**config.mk**
```make
export PLATFORM = sky130hd
export DESIGN_NAME = serial_subtractor
export DESIGN_NICKNAME = d
export VERILOG_FILES = /design/src/rtl/arith_pkg.sv /design/src/rtl/half_subtractor.sv /design/src/rtl/serial_subtractor.sv
export SDC_FILE = /design/constraint.sdc
export NUM_CORES = 1
export LEC_CHECK = 0
export ABC_AREA = 1
export BUFFER_PORTS_ARGS = -buffer_cell sky130_fd_sc_hd__buf_2
export CAP_MARGIN = 15
export CORE_MARGIN = 2
export CORE_UTILIZATION = 54
export DETAILED_ROUTE_END_ITERATION = 8
export GPL_ROUTABILITY_DRIVEN = 0
export PLACE_DENSITY = 0.78
export SKIP_LAST_GASP = 1
export SYNTH_ARGS = -nofsm -noshare
export SYNTH_HDL_FRONTEND = slang
export SYNTH_SLANG_ARGS = --single-unit
```
**constraint.sdc**
```tcl
create_clock -name clk -period 1.6 [get_ports clk]
set_input_delay 0.4 -clock clk [delete_from_list [all_inputs] [get_ports clk]]
set_output_delay 0.4 -clock clk [all_outputs]
set_load 0.005 [all_outputs]
```
**src/rtl/arith_pkg.sv**
```systemverilog
// Shared arithmetic definitions: FSM state encodings and the bit-counter width helper
// used by the bit-serial arithmetic blocks.
package arith_pkg;

    typedef enum logic [1:0] {
        ST_IDLE = 2'd0,
        ST_RUN  = 2'd1,
        ST_DONE = 2'd2
    } state_e;

    localparam int ARITH_WIDTH_MIN = 2;
    localparam int ARITH_WIDTH_MAX = 32;

    // Bits needed to count 0..width-1; never narrower than one bit.
    function automatic int cnt_bits(input int width);
        return (width < 2) ? 1 : $clog2(width);
    endfunction

endpackage

```
**src/rtl/half_subtractor.sv**
```systemverilog
// One-bit half subtractor: difference and borrow-out of x - y.
module half_subtractor (
    input  logic x,
    input  logic y,
    output logic d,
    output logic bo
);

    assign d  = x ^ y;
    assign bo = ~x & y;

endmodule

```
**src/rtl/serial_subtractor.sv**
```systemverilog
// Bit-serial WIDTH-bit subtractor (diff = a - b, LSB first) behind a start/done handshake.
// Define SERIAL_SUB_CMP_EN to add registered lt/eq/gt comparison flags.
module serial_subtractor
    import arith_pkg::*;
#(
    parameter int WIDTH = 8
) (
    input  logic             clk,
    input  logic             rst_n,
    input  logic             start,
    input  logic [WIDTH-1:0] a,
    input  logic [WIDTH-1:0] b,
    output logic             busy,
    output logic             done,
    output logic [WIDTH-1:0] diff,
    output logic             borrow
`ifdef SERIAL_SUB_CMP_EN
    ,
    output logic             lt,
    output logic             eq,
    output logic             gt
`endif
);

    localparam int CW = cnt_bits(WIDTH);

    state_e           state_q, state_d;
    logic [CW-1:0]    cnt_q, cnt_d;
    logic [WIDTH-1:0] sh_a_q, sh_a_d;
    logic [WIDTH-1:0] sh_b_q, sh_b_d;
    logic [WIDTH-1:0] sh_d_q, sh_d_d;
    logic [WIDTH-1:0] diff_q, diff_d;
    logic             bin_q, bin_d;
    logic             borrow_q, borrow_d;
    logic             done_q, done_d;

    logic             hs0_d, hs0_bo, hs1_bo;
    logic             slice_d, slice_bout;
    logic             last_bit;
    logic             accept;
    logic [WIDTH-1:0] sh_d_shifted;

    // Full subtractor slice: two half subtractors, borrows ORed.
    half_subtractor u_hs0 (
        .x  (sh_a_q[0]),
        .y  (sh_b_q[0]),
        .d  (hs0_d),
        .bo (hs0_bo)
    );

    half_subtractor u_hs1 (
        .x  (hs0_d),
        .y  (bin_q),
        .d  (slice_d),
        .bo (hs1_bo)
    );

    assign slice_bout   = hs0_bo | hs1_bo;
    assign last_bit     = (cnt_q == CW'(WIDTH - 1));
    assign accept       = (state_q == ST_IDLE) && start;
    assign sh_d_shifted = {slice_d, {(WIDTH-1){1'b0}}} | (sh_d_q >> 1);

    // ---------------- FSM: state register ----------------
    always_ff @(posedge clk or negedge rst_n) begin
        if (!rst_n) begin
            state_q <= ST_IDLE;
        end else begin
            state_q <= state_d;
        end
    end

    // ---------------- FSM: next state ----------------
    always_comb begin
        state_d = state_q;
        unique case (state_q)
            ST_IDLE: if (start)    state_d = ST_RUN;
            ST_RUN:  if (last_bit) state_d = ST_DONE;
            ST_DONE:               state_d = ST_IDLE;
            default:               state_d = ST_IDLE;
        endcase
    end

    // ---------------- FSM: outputs ----------------
    always_comb begin
        busy = (state_q == ST_RUN);
    end

    // ---------------- Datapath next state ----------------
    always_comb begin
        sh_a_d   = sh_a_q;
        sh_b_d   = sh_b_q;
        sh_d_d   = sh_d_q;
        cnt_d    = cnt_q;
        bin_d    = bin_q;
        diff_d   = diff_q;
        borrow_d = borrow_q;
        done_d   = 1'b0;

        if (accept) begin
            sh_a_d = a;
            sh_b_d = b;
            bin_d  = 1'b0;
            cnt_d  = '0;
        end else if (state_q == ST_RUN) begin
            sh_a_d = sh_a_q >> 1;
            sh_b_d = sh_b_q >> 1;
            sh_d_d = sh_d_shifted;
            bin_d  = slice_bout;
            cnt_d  = cnt_q + CW'(1);
            // Result registers only move at completion so they hold across the next run.
            if (last_bit) begin
                diff_d   = sh_d_shifted;
                borrow_d = slice_bout;
                done_d   = 1'b1;
            end
        end
    end

    // ---------------- Datapath registers ----------------
    always_ff @(posedge clk or negedge rst_n) begin
        if (!rst_n) begin
            sh_a_q   <= '0;
            sh_b_q   <= '0;
            sh_d_q   <= '0;
            cnt_q    <= '0;
            bin_q    <= 1'b0;
            diff_q   <= '0;
            borrow_q <= 1'b0;
            done_q   <= 1'b0;
        end else begin
            sh_a_q   <= sh_a_d;
            sh_b_q   <= sh_b_d;
            sh_d_q   <= sh_d_d;
            cnt_q    <= cnt_d;
            bin_q    <= bin_d;
            diff_q   <= diff_d;
            borrow_q <= borrow_d;
            done_q   <= done_d;
        end
    end

    assign done   = done_q;
    assign diff   = diff_q;
    assign borrow = borrow_q;

`ifdef SERIAL_SUB_CMP_EN
    logic nz_q, nz_d;
    logic lt_q, lt_d;
    logic eq_q, eq_d;
    logic gt_q, gt_d;

    // nz_q accumulates an OR of every produced difference bit of the current run.
    always_comb begin
        nz_d = nz_q;
        lt_d = lt_q;
        eq_d = eq_q;
        gt_d = gt_q;
        if (accept) begin
            nz_d = 1'b0;
        end else if (state_q == ST_RUN) begin
            nz_d = nz_q | slice_d;
            if (last_bit) begin
                lt_d = slice_bout;
                eq_d = ~(nz_q | slice_d);
                gt_d = ~slice_bout & (nz_q | slice_d);
            end
        end
    end

    always_ff @(posedge clk or negedge rst_n) begin
        if (!rst_n) begin
            nz_q <= 1'b0;
            lt_q <= 1'b0;
            eq_q <= 1'b0;
            gt_q <= 1'b0;
        end else begin
            nz_q <= nz_d;
            lt_q <= lt_d;
            eq_q <= eq_d;
            gt_q <= gt_d;
        end
    end

    assign lt = lt_q;
    assign eq = eq_q;
    assign gt = gt_q;
`endif

endmodule

```
==> results of run 1 <==
==> area by class of cell <==
type	count	area (um^2)	area share, %
Clock buffer	6	41.3	2.14
Sequential cell	39	976	50.5
Multi-Input combinational cell	127	594	30.8
Tap cell	33	41.3	2.14
Inverter	9	33.8	1.75
Timing Repair Buffer	39	245	12.7
==> final timing paths <==
check                                 from        end  slack, ns  cells past startpoint
worst max-delay path            state_q[0]       busy       0.15                      3
worst min-delay path                 rst_n    diff[0]     -0.005                      1
worst max register to register    cnt_q[0]    diff[6]       0.22                      6
worst min register to register   sh_d_q[1]    diff[0]       0.47                      2
max in group asynchronous            rst_n   cnt_q[0]       1.12                      2
min in group clk                      b[7]  sh_b_q[7]       0.26                      3
==> metrics by stage <==
step                      instance area, um^2  utilization, %  std cells  power (mW)  hold WS [ns]
final                                    1930            64.9        253        3.30      -0.00521
after global routing                     1930            64.9        253        3.59       0.00638
after CTS                                1920            64.4        251        3.30       0.00328
after detailed placement                 1870            62.7        244        2.83         0.381
after global placement                   1870            62.7        244        2.74         0.369
after floorplan                          1650               -        184        2.41         0.104
==> flip-flops by register name (all words and copies together), names as in the netlist <==
register  count
sh_a_q        8
diff          8
bin_q         1
cnt_q         3
sh_b_q        8
done          1
state_q       2
borrow        1
sh_d_q        7
==> power groups by stage <==
stage / clock, mW / combinational, mW / sequential (mW)
CTS: 0.461 / 1.25 / 1.59
finish: 0.442 / 1.26 / 1.59
global route: 0.501 / 1.46 / 1.63
global placement: 0 / 1.15 / 1.59
detailed placement: 0 / 1.21 / 1.61
floorplan: 0 / 0.832 / 1.57
==> layout by cell type, fill, tap and decap left out, types with 2 or more instances in the layout <==
cell                       count
sky130_fd_sc_hd__buf_12        2
sky130_fd_sc_hd__inv_1         9
sky130_fd_sc_hd__buf_2        29
sky130_fd_sc_hd__nand3_1      48
sky130_fd_sc_hd__buf_4         8
sky130_fd_sc_hd__dfrtp_1      39
sky130_fd_sc_hd__clkbuf_4      5
sky130_fd_sc_hd__nand2_1      61
sky130_fd_sc_hd__o21ai_0       9
sky130_fd_sc_hd__nor2_1        3
sky130_fd_sc_hd__ha_1          2
==> worst register-to-register path, cell delays in order (launching register included) <==
cell and delay, ns:
sky130_fd_sc_hd__dfrtp_1 0.40, sky130_fd_sc_hd__ha_1 0.18, sky130_fd_sc_hd__ha_1 0.18, sky130_fd_sc_hd__inv_1 0.08
sky130_fd_sc_hd__nor2_2 0.32, sky130_fd_sc_hd__nand2_1 0.11, sky130_fd_sc_hd__nand2_1 0.07
==> cells by family (layout without fill, tap and decap cells) <==
group	after synthesis	after routing	synth area share, %
AOI/OAI and AO/OA	9	9	2.73
buffers and inverters	18	54	5.00
adders and majority gates	3	3	2.73
and+or+nand+nor	115	115	30.5
DFF	39	39	59.0
==> routing by layer <==
metal / vias to the layer above / wire length (um) / part of all wire (%)
li1: 674 / - / -
met1: 645 / 1420 / 43
met2: 53 / 1660 / 50
met3: 2 / 233 / 7.0
met4: 0 / 16 / 0.48
met5: - / 0 / 0
==> repair_timing <==
action,CTS,global route
pin swaps,1,0
cloned,0,0
setup endpoints to repair,1,1
setup buffers,1,2
==> summary.txt, run 1 <==
Yosys
  – Most used flip-flop cell after synthesis: sky130_fd_sc_hd__dfrtp_1
  – Number of cells produced by synthesis: 184
  – Number of storage elements in the synthesis netlist: 39
  – Cell area after synthesis: around 0.0017 mm^2
  – Nets in the synthesized netlist: 206
  – Post-synthesis async set-or-reset flop share: 100%
  – Cell types with the highest counts after synthesis: sky130_fd_sc_hd__nand2_1 (61), sky130_fd_sc_hd__nand3_1 (48), sky130_fd_sc_hd__dfrtp_1 (39), sky130_fd_sc_hd__inv_1 (9), sky130_fd_sc_hd__o21ai_0 (9)
  – Most instantiated library cell after synthesis: sky130_fd_sc_hd__nand2_1
  – Cell taking the most area after synthesis: sky130_fd_sc_hd__dfrtp_1
  – Count of flip-flops with a built-in enable after synthesis: 0
  – Area fraction of the dominant cell type after synthesis: 59.0%
  – Main area contributors after synthesis: sky130_fd_sc_hd__dfrtp_1 (59%), sky130_fd_sc_hd__nand3_1 (15%), sky130_fd_sc_hd__nand2_1 (14%)
  – Count of yosys warnings during synthesis: 0
  – Share of the yosys chip area belonging to registers: between 50% and 60%
  – Distinct cell type count after synthesis: 14
  – Mean post-synth cell area: 8.98 um^2

Global routing
  – Total track usage: 21.8%
  – Initial antenna violation count: 0
  – Gr ovfl total: 0
  – Maximum number of pins on one net before global-route repair: 22
  – Via count of the first global-routing pass: 1,309
  – GR met2 Demand/Resource: between 30% and 40%
  – Global routing usage on met3: 7.21%
  – Routing layer with the top usage in global route: met2
  – Met1 routing resource usage after global routing: 26.1%
  – Wire length of the first global-routing pass: 5580 um

Timing
  – Tmin final: 1.45 ns
  – Fin Setup TNS: 0 ns
  – Fin Clk Skew: 0.00973 ns
  – Maximum clock frequency: 688 MHz
  – Slew margin rel.: 68.4%
  – Part of the cycle the worst path needs: 90.8%
  – RSZ-0062 raised after global routing: false
  – Final setup violation count: 0
  – Max-slew violations: 0
  – Final hold vios: 6
  – Transition at the pin with the smallest max-transition slack: between 0.4 and 0.5 ns
  – Final Hold Slack: -0.00521 ns
  – Post-layout worst setup margin: ~0.15 ns

Die
  – Overall die height: roughly 59 um
  – Initial Util: 55.5%
  – Top Ports: 30
  – Die Area: 0.00352 mm^2
  – Core Rows: 20
  – Placeable core region: 0.00298 mm^2
  – Die boundary width: 59.3 um

Worst setup path
  – Crit path largest cell delay: 0.40 ns
  – CP max-delay cell: sky130_fd_sc_hd__dfrtp_1
  – Worst Setup End Kind: output pin
  – Endpoint arrival time on the critical path: 1.05 ns
  – Critical path buffers and inverters: 2
  – Worst-path maximum fanout: 4
  – Type of the worst setup path: register to output pin
  – CP top delay family: flip-flops
  – Ordered cell list for the critical path: inv_1, nor2_4, buf_2
  – Type of element launching the critical path: register
  – Required time of the critical path: 1.20 ns

Drt
  – Residual DRC count: 0
  – Routed wire length per instance: 13.2 um
  – Final ANT Viol Nets: 0
  – Total vias in the final route: 1,374
  – Total wire length: 3330 um
  – Via-to-Cell Ratio: 5.43
  – Detailed Route Iter0 Violations: between 50 and 60
  – First-pass iteration count of the detailed router: 4

Clock tree
  – CTS Hold Buffers Added: 0
  – Clock Pin Slew Worst Setup and Hold Paths: 0.11 ns
  – CTS H-Tree Depth: 2
  – Deepest clock path buffer count: 2
  – Gates resized, CTS repair: 0
  – Cell chosen for the clock root: sky130_fd_sc_hd__clkbuf_4
  – Clock tree from TritonCTS: yes
  – TritonCTS Buffers: 5
  – Worst-Skew Late Latency: between 0.3 and 0.4 ns
  – Clock tree sinks: 39

Power and ir drop
  – Internal: 2.06 mW
  – Switching share of power: 37.6%
  – Switching Power: roughly 1.2 mW
  – Leakage power: 1.04 nW
  – Part of the total power dissipated in combinational logic: 38.3%
  – Pwr Density: 1710 mW/mm^2
  – Clock power frac: between 10% and 20%
  – Worst voltage drop across the vdd grid: 0.914 mV
  – Relative contribution of sequential cells to total power: 48.3%

Cells and area
  – Layout filler cell count: about 260
  – Net total in the final layout: 243
  – Layout cells sized above 1: 21.4%
  – Inserted Diodes: 0
  – Area added between synthesis and finish: 16.9%

Placement
  – Count of input and output buffers: 29
  – DP HPWL: about 2300 um
  – Pre-CTS setup slack: 0.221 ns

Flow run
  – Number of maximum-capacitance violations: 0

Min path
  – Min-delay worst type: input pin to asynchronous set/reset pin

Run status
  – Failing checks: negative hold slack
  – Outcome: complete, but fails checks
No activity file was read; power rests on OpenSTA's default activity.
==> run 2, diff against run 1 <==
--- a/config.mk
+++ b/config.mk
@@ -12,7 +12,7 @@
 export CORE_UTILIZATION = 54
 export DETAILED_ROUTE_END_ITERATION = 8
 export GPL_ROUTABILITY_DRIVEN = 0
-export PLACE_DENSITY = 0.78
+export PLACE_DENSITY = 0.88
 export SKIP_LAST_GASP = 1
 export SYNTH_ARGS = -nofsm -noshare
 export SYNTH_HDL_FRONTEND = slang
==> run 2 against run 1 <==
  * Die area unchanged
  * Power up 2.0%
  * Cell area down 0.19%
  * Via count down 0.22%
  * Setup slack better by 0.0031 ns
  * The run now ends clean
  * Critical path type unchanged
  * First-iteration DRC count down 3.8%
==> summary.txt, run 2 (synthesis results as in run 1) <==
Clock tree
  – Gates resized, CTS repair: 0 (unchanged)
  – CTS H-Tree Depth: 2 (unchanged)
  – CTS Hold Buffers Added: 0 (unchanged)
  – Number of setup buffers added after CTS: 0 (was 1)
  – Clock Pin Slew Worst Setup and Hold Paths: 0.11 ns (about the same)
  – Clock tree from TritonCTS: yes (unchanged)
  – Cell chosen for the clock root: sky130_fd_sc_hd__clkbuf_4 (unchanged)
  – Clock tree sinks: 39 (unchanged)
  – Worst-Skew Late Latency: 0.34 ns (about the same)
  – Deepest clock path buffer count: 2 (unchanged)
  – TritonCTS Buffers: 5 (unchanged)

Timing
  – RSZ-0062 raised after global routing: false (unchanged)
  – Final hold vios: 0 (was 6)
  – Transition at the pin with the smallest max-transition slack: 0.470 ns (was 0.474 ns)
  – Slew margin rel.: 68.7% (was 68.4%)
  – Part of the cycle the worst path needs: 90.6% (was 90.8%)
  – Fin Clk Skew: 0.0143 ns (was 0.00973 ns)
  – Max-slew violations: 0 (unchanged)
  – Maximum clock frequency: 689 MHz (was 688 MHz)
  – Final setup violation count: 0 (unchanged)
  – Fin Setup TNS: 0 ns (unchanged)
  – Tmin final: 1.45 ns (about the same)

Worst setup path
  – Type of element launching the critical path: register (unchanged)
  – CP top delay family: flip-flops (unchanged)
  – Endpoint arrival time on the critical path: 1.05 ns (about the same)
  – Ordered cell list for the critical path: nor2_4, buf_2 (was inv_1, nor2_4, buf_2)
  – Worst reg2reg endpoint: diff[1] (was diff[6])
  – Type of the worst setup path: register to output pin (unchanged)
  – Critical path buffers and inverters: 1 (was 2)
  – Cell depth of the worst flop-to-flop path: 6 (unchanged)
  – CP max-delay cell: sky130_fd_sc_hd__dfrtp_1 (unchanged)
  – Register-to-register setup slack: 0.29 ns (was 0.22 ns)
  – Worst R2R Start: cnt_q[0] (unchanged)
  – Worst-path maximum fanout: 3 (was 4)
  – Crit path largest cell delay: 0.44 ns (was 0.40 ns)
  – Worst Setup End Kind: output pin (unchanged)
  – Required time of the critical path: 1.20 ns (about the same)

Drt
  – First-pass iteration count of the detailed router: 4 (unchanged)
  – Total wire length: 3130 um (was 3330 um)
  – Residual DRC count: 0 (unchanged)
  – Routed wire length per instance: 12.3 um (was 13.2 um)
  – Total vias in the final route: 1,371 (was 1,374)
  – Final ANT Viol Nets: 0 (unchanged)
  – Via-to-Cell Ratio: 5.40 (was 5.43)
  – Detailed Route Iter0 Violations: 51 (was 53)

Run status
  – Outcome: finished clean (was complete, but fails checks)

Power and ir drop
  – Pwr Total: 3.36 mW (was 3.30 mW)
  – Leakage power: 1.04 nW (about the same)
  – Pwr Density: 1740 mW/mm^2 (was 1710 mW/mm^2)
  – Worst voltage drop across the vdd grid: 0.865 mV (was 0.914 mV)

Die
  – Overall die height: 59.3 um (unchanged)
  – Placeable core region: 0.00298 mm^2 (unchanged)
  – Core Rows: 20 (unchanged)
  – Initial Util: 55.5% (unchanged)
  – Die Area: 0.00352 mm^2 (unchanged)
  – Die boundary width: 59.3 um (unchanged)
  – Top Ports: 30 (unchanged)

Flow run
  – Number of maximum-capacitance violations: 0 (unchanged)

Global routing
  – Maximum number of pins on one net before global-route repair: 40 (was 22)
  – Via count of the first global-routing pass: 1,226 (was 1,309)
  – Gr ovfl total: 0 (unchanged)
  – Wire length of the first global-routing pass: 5300 um (was 5580 um)
  – Total track usage: 20.4% (was 21.8%)
  – Initial antenna violation count: 0 (unchanged)

Cells and area
  – Inserted Diodes: 0 (unchanged)
  – Area added between synthesis and finish: 16.7% (was 16.9%)
  – Commonest cells after routing, fill and taps aside: sky130_fd_sc_hd__nand2_1 (61), sky130_fd_sc_hd__nand3_1 (48), sky130_fd_sc_hd__dfrtp_1 (38), sky130_fd_sc_hd__buf_2 (29) (was sky130_fd_sc_hd__nand2_1 (61), sky130_fd_sc_hd__nand3_1 (48), sky130_fd_sc_hd__dfrtp_1 (39), sky130_fd_sc_hd__buf_2 (29))
  – Most common cell after layout, fill and taps aside: sky130_fd_sc_hd__nand2_1 (unchanged)
  – Net total in the final layout: 242 (was 243)
  – Layout cells sized above 1: 22.2% (was 21.4%)

Min path
  – Min-delay worst type: input pin to asynchronous set/reset pin (unchanged)

Placement
  – Count of input and output buffers: 29 (unchanged)
  – DP HPWL: 2180 um (was 2330 um)
## run 2: cell type report
cell class                 instances  area (um^2)
fill                             271         1050
sequential                        39          977
multi-input combinational        127          594
timing repair buffer              38          213
clock buffer                       8         68.8
tap                               33         41.3
inverter                           9         33.8
## run 2: how the worst max path moves through the flow
stage,start,to,cells after the start
6_report,state_q[1],busy,2
5_1_grt,state_q[0],busy,3
4_1_cts,state_q[0],busy,3
3_5_place_dp,cnt_q[0],diff[6],6
3_3_place_gp,cnt_q[0],borrow,6
2_1_floorplan,cnt_q[0],borrow,6
## run 2: power breakdown
part,total (mW),switching (mW),internal (mW),leakage [nW]
logic,1.21,0.716,0.492,0.500
registers,1.59,0.221,1.37,0.501
clock network,0.562,0.303,0.259,0.0386
total,3.36,1.24,2.12,1.04
## run 2: layer usage
metal  GRT usage, %  part of all wire [%]  routed length (um)
met5              0                     0                   0
met4           6.82                  0.51                  16
met3           7.64                   5.3                 167
met2           32.7                    49                1540
met1           25.5                    45                1410
## run 2: stage by stage
stage / cells / utilization, % / hold slack, ns / worst slack [ns] / instance area (um^2)
CTS: 254 / 64.7 / 0.0945 / 0.0841 / 1930
global route: 254 / 64.7 / 0.115 / 0.0495 / 1930
detailed placement: 246 / 62.4 / 0.453 / 0.294 / 1860
global placement: 246 / 62.4 / 0.448 / 0.351 / 1860
finish: 254 / 64.7 / 0.0895 / 0.150 / 1930
floorplan: 184 / - / 0.104 / 0.437 / 1650
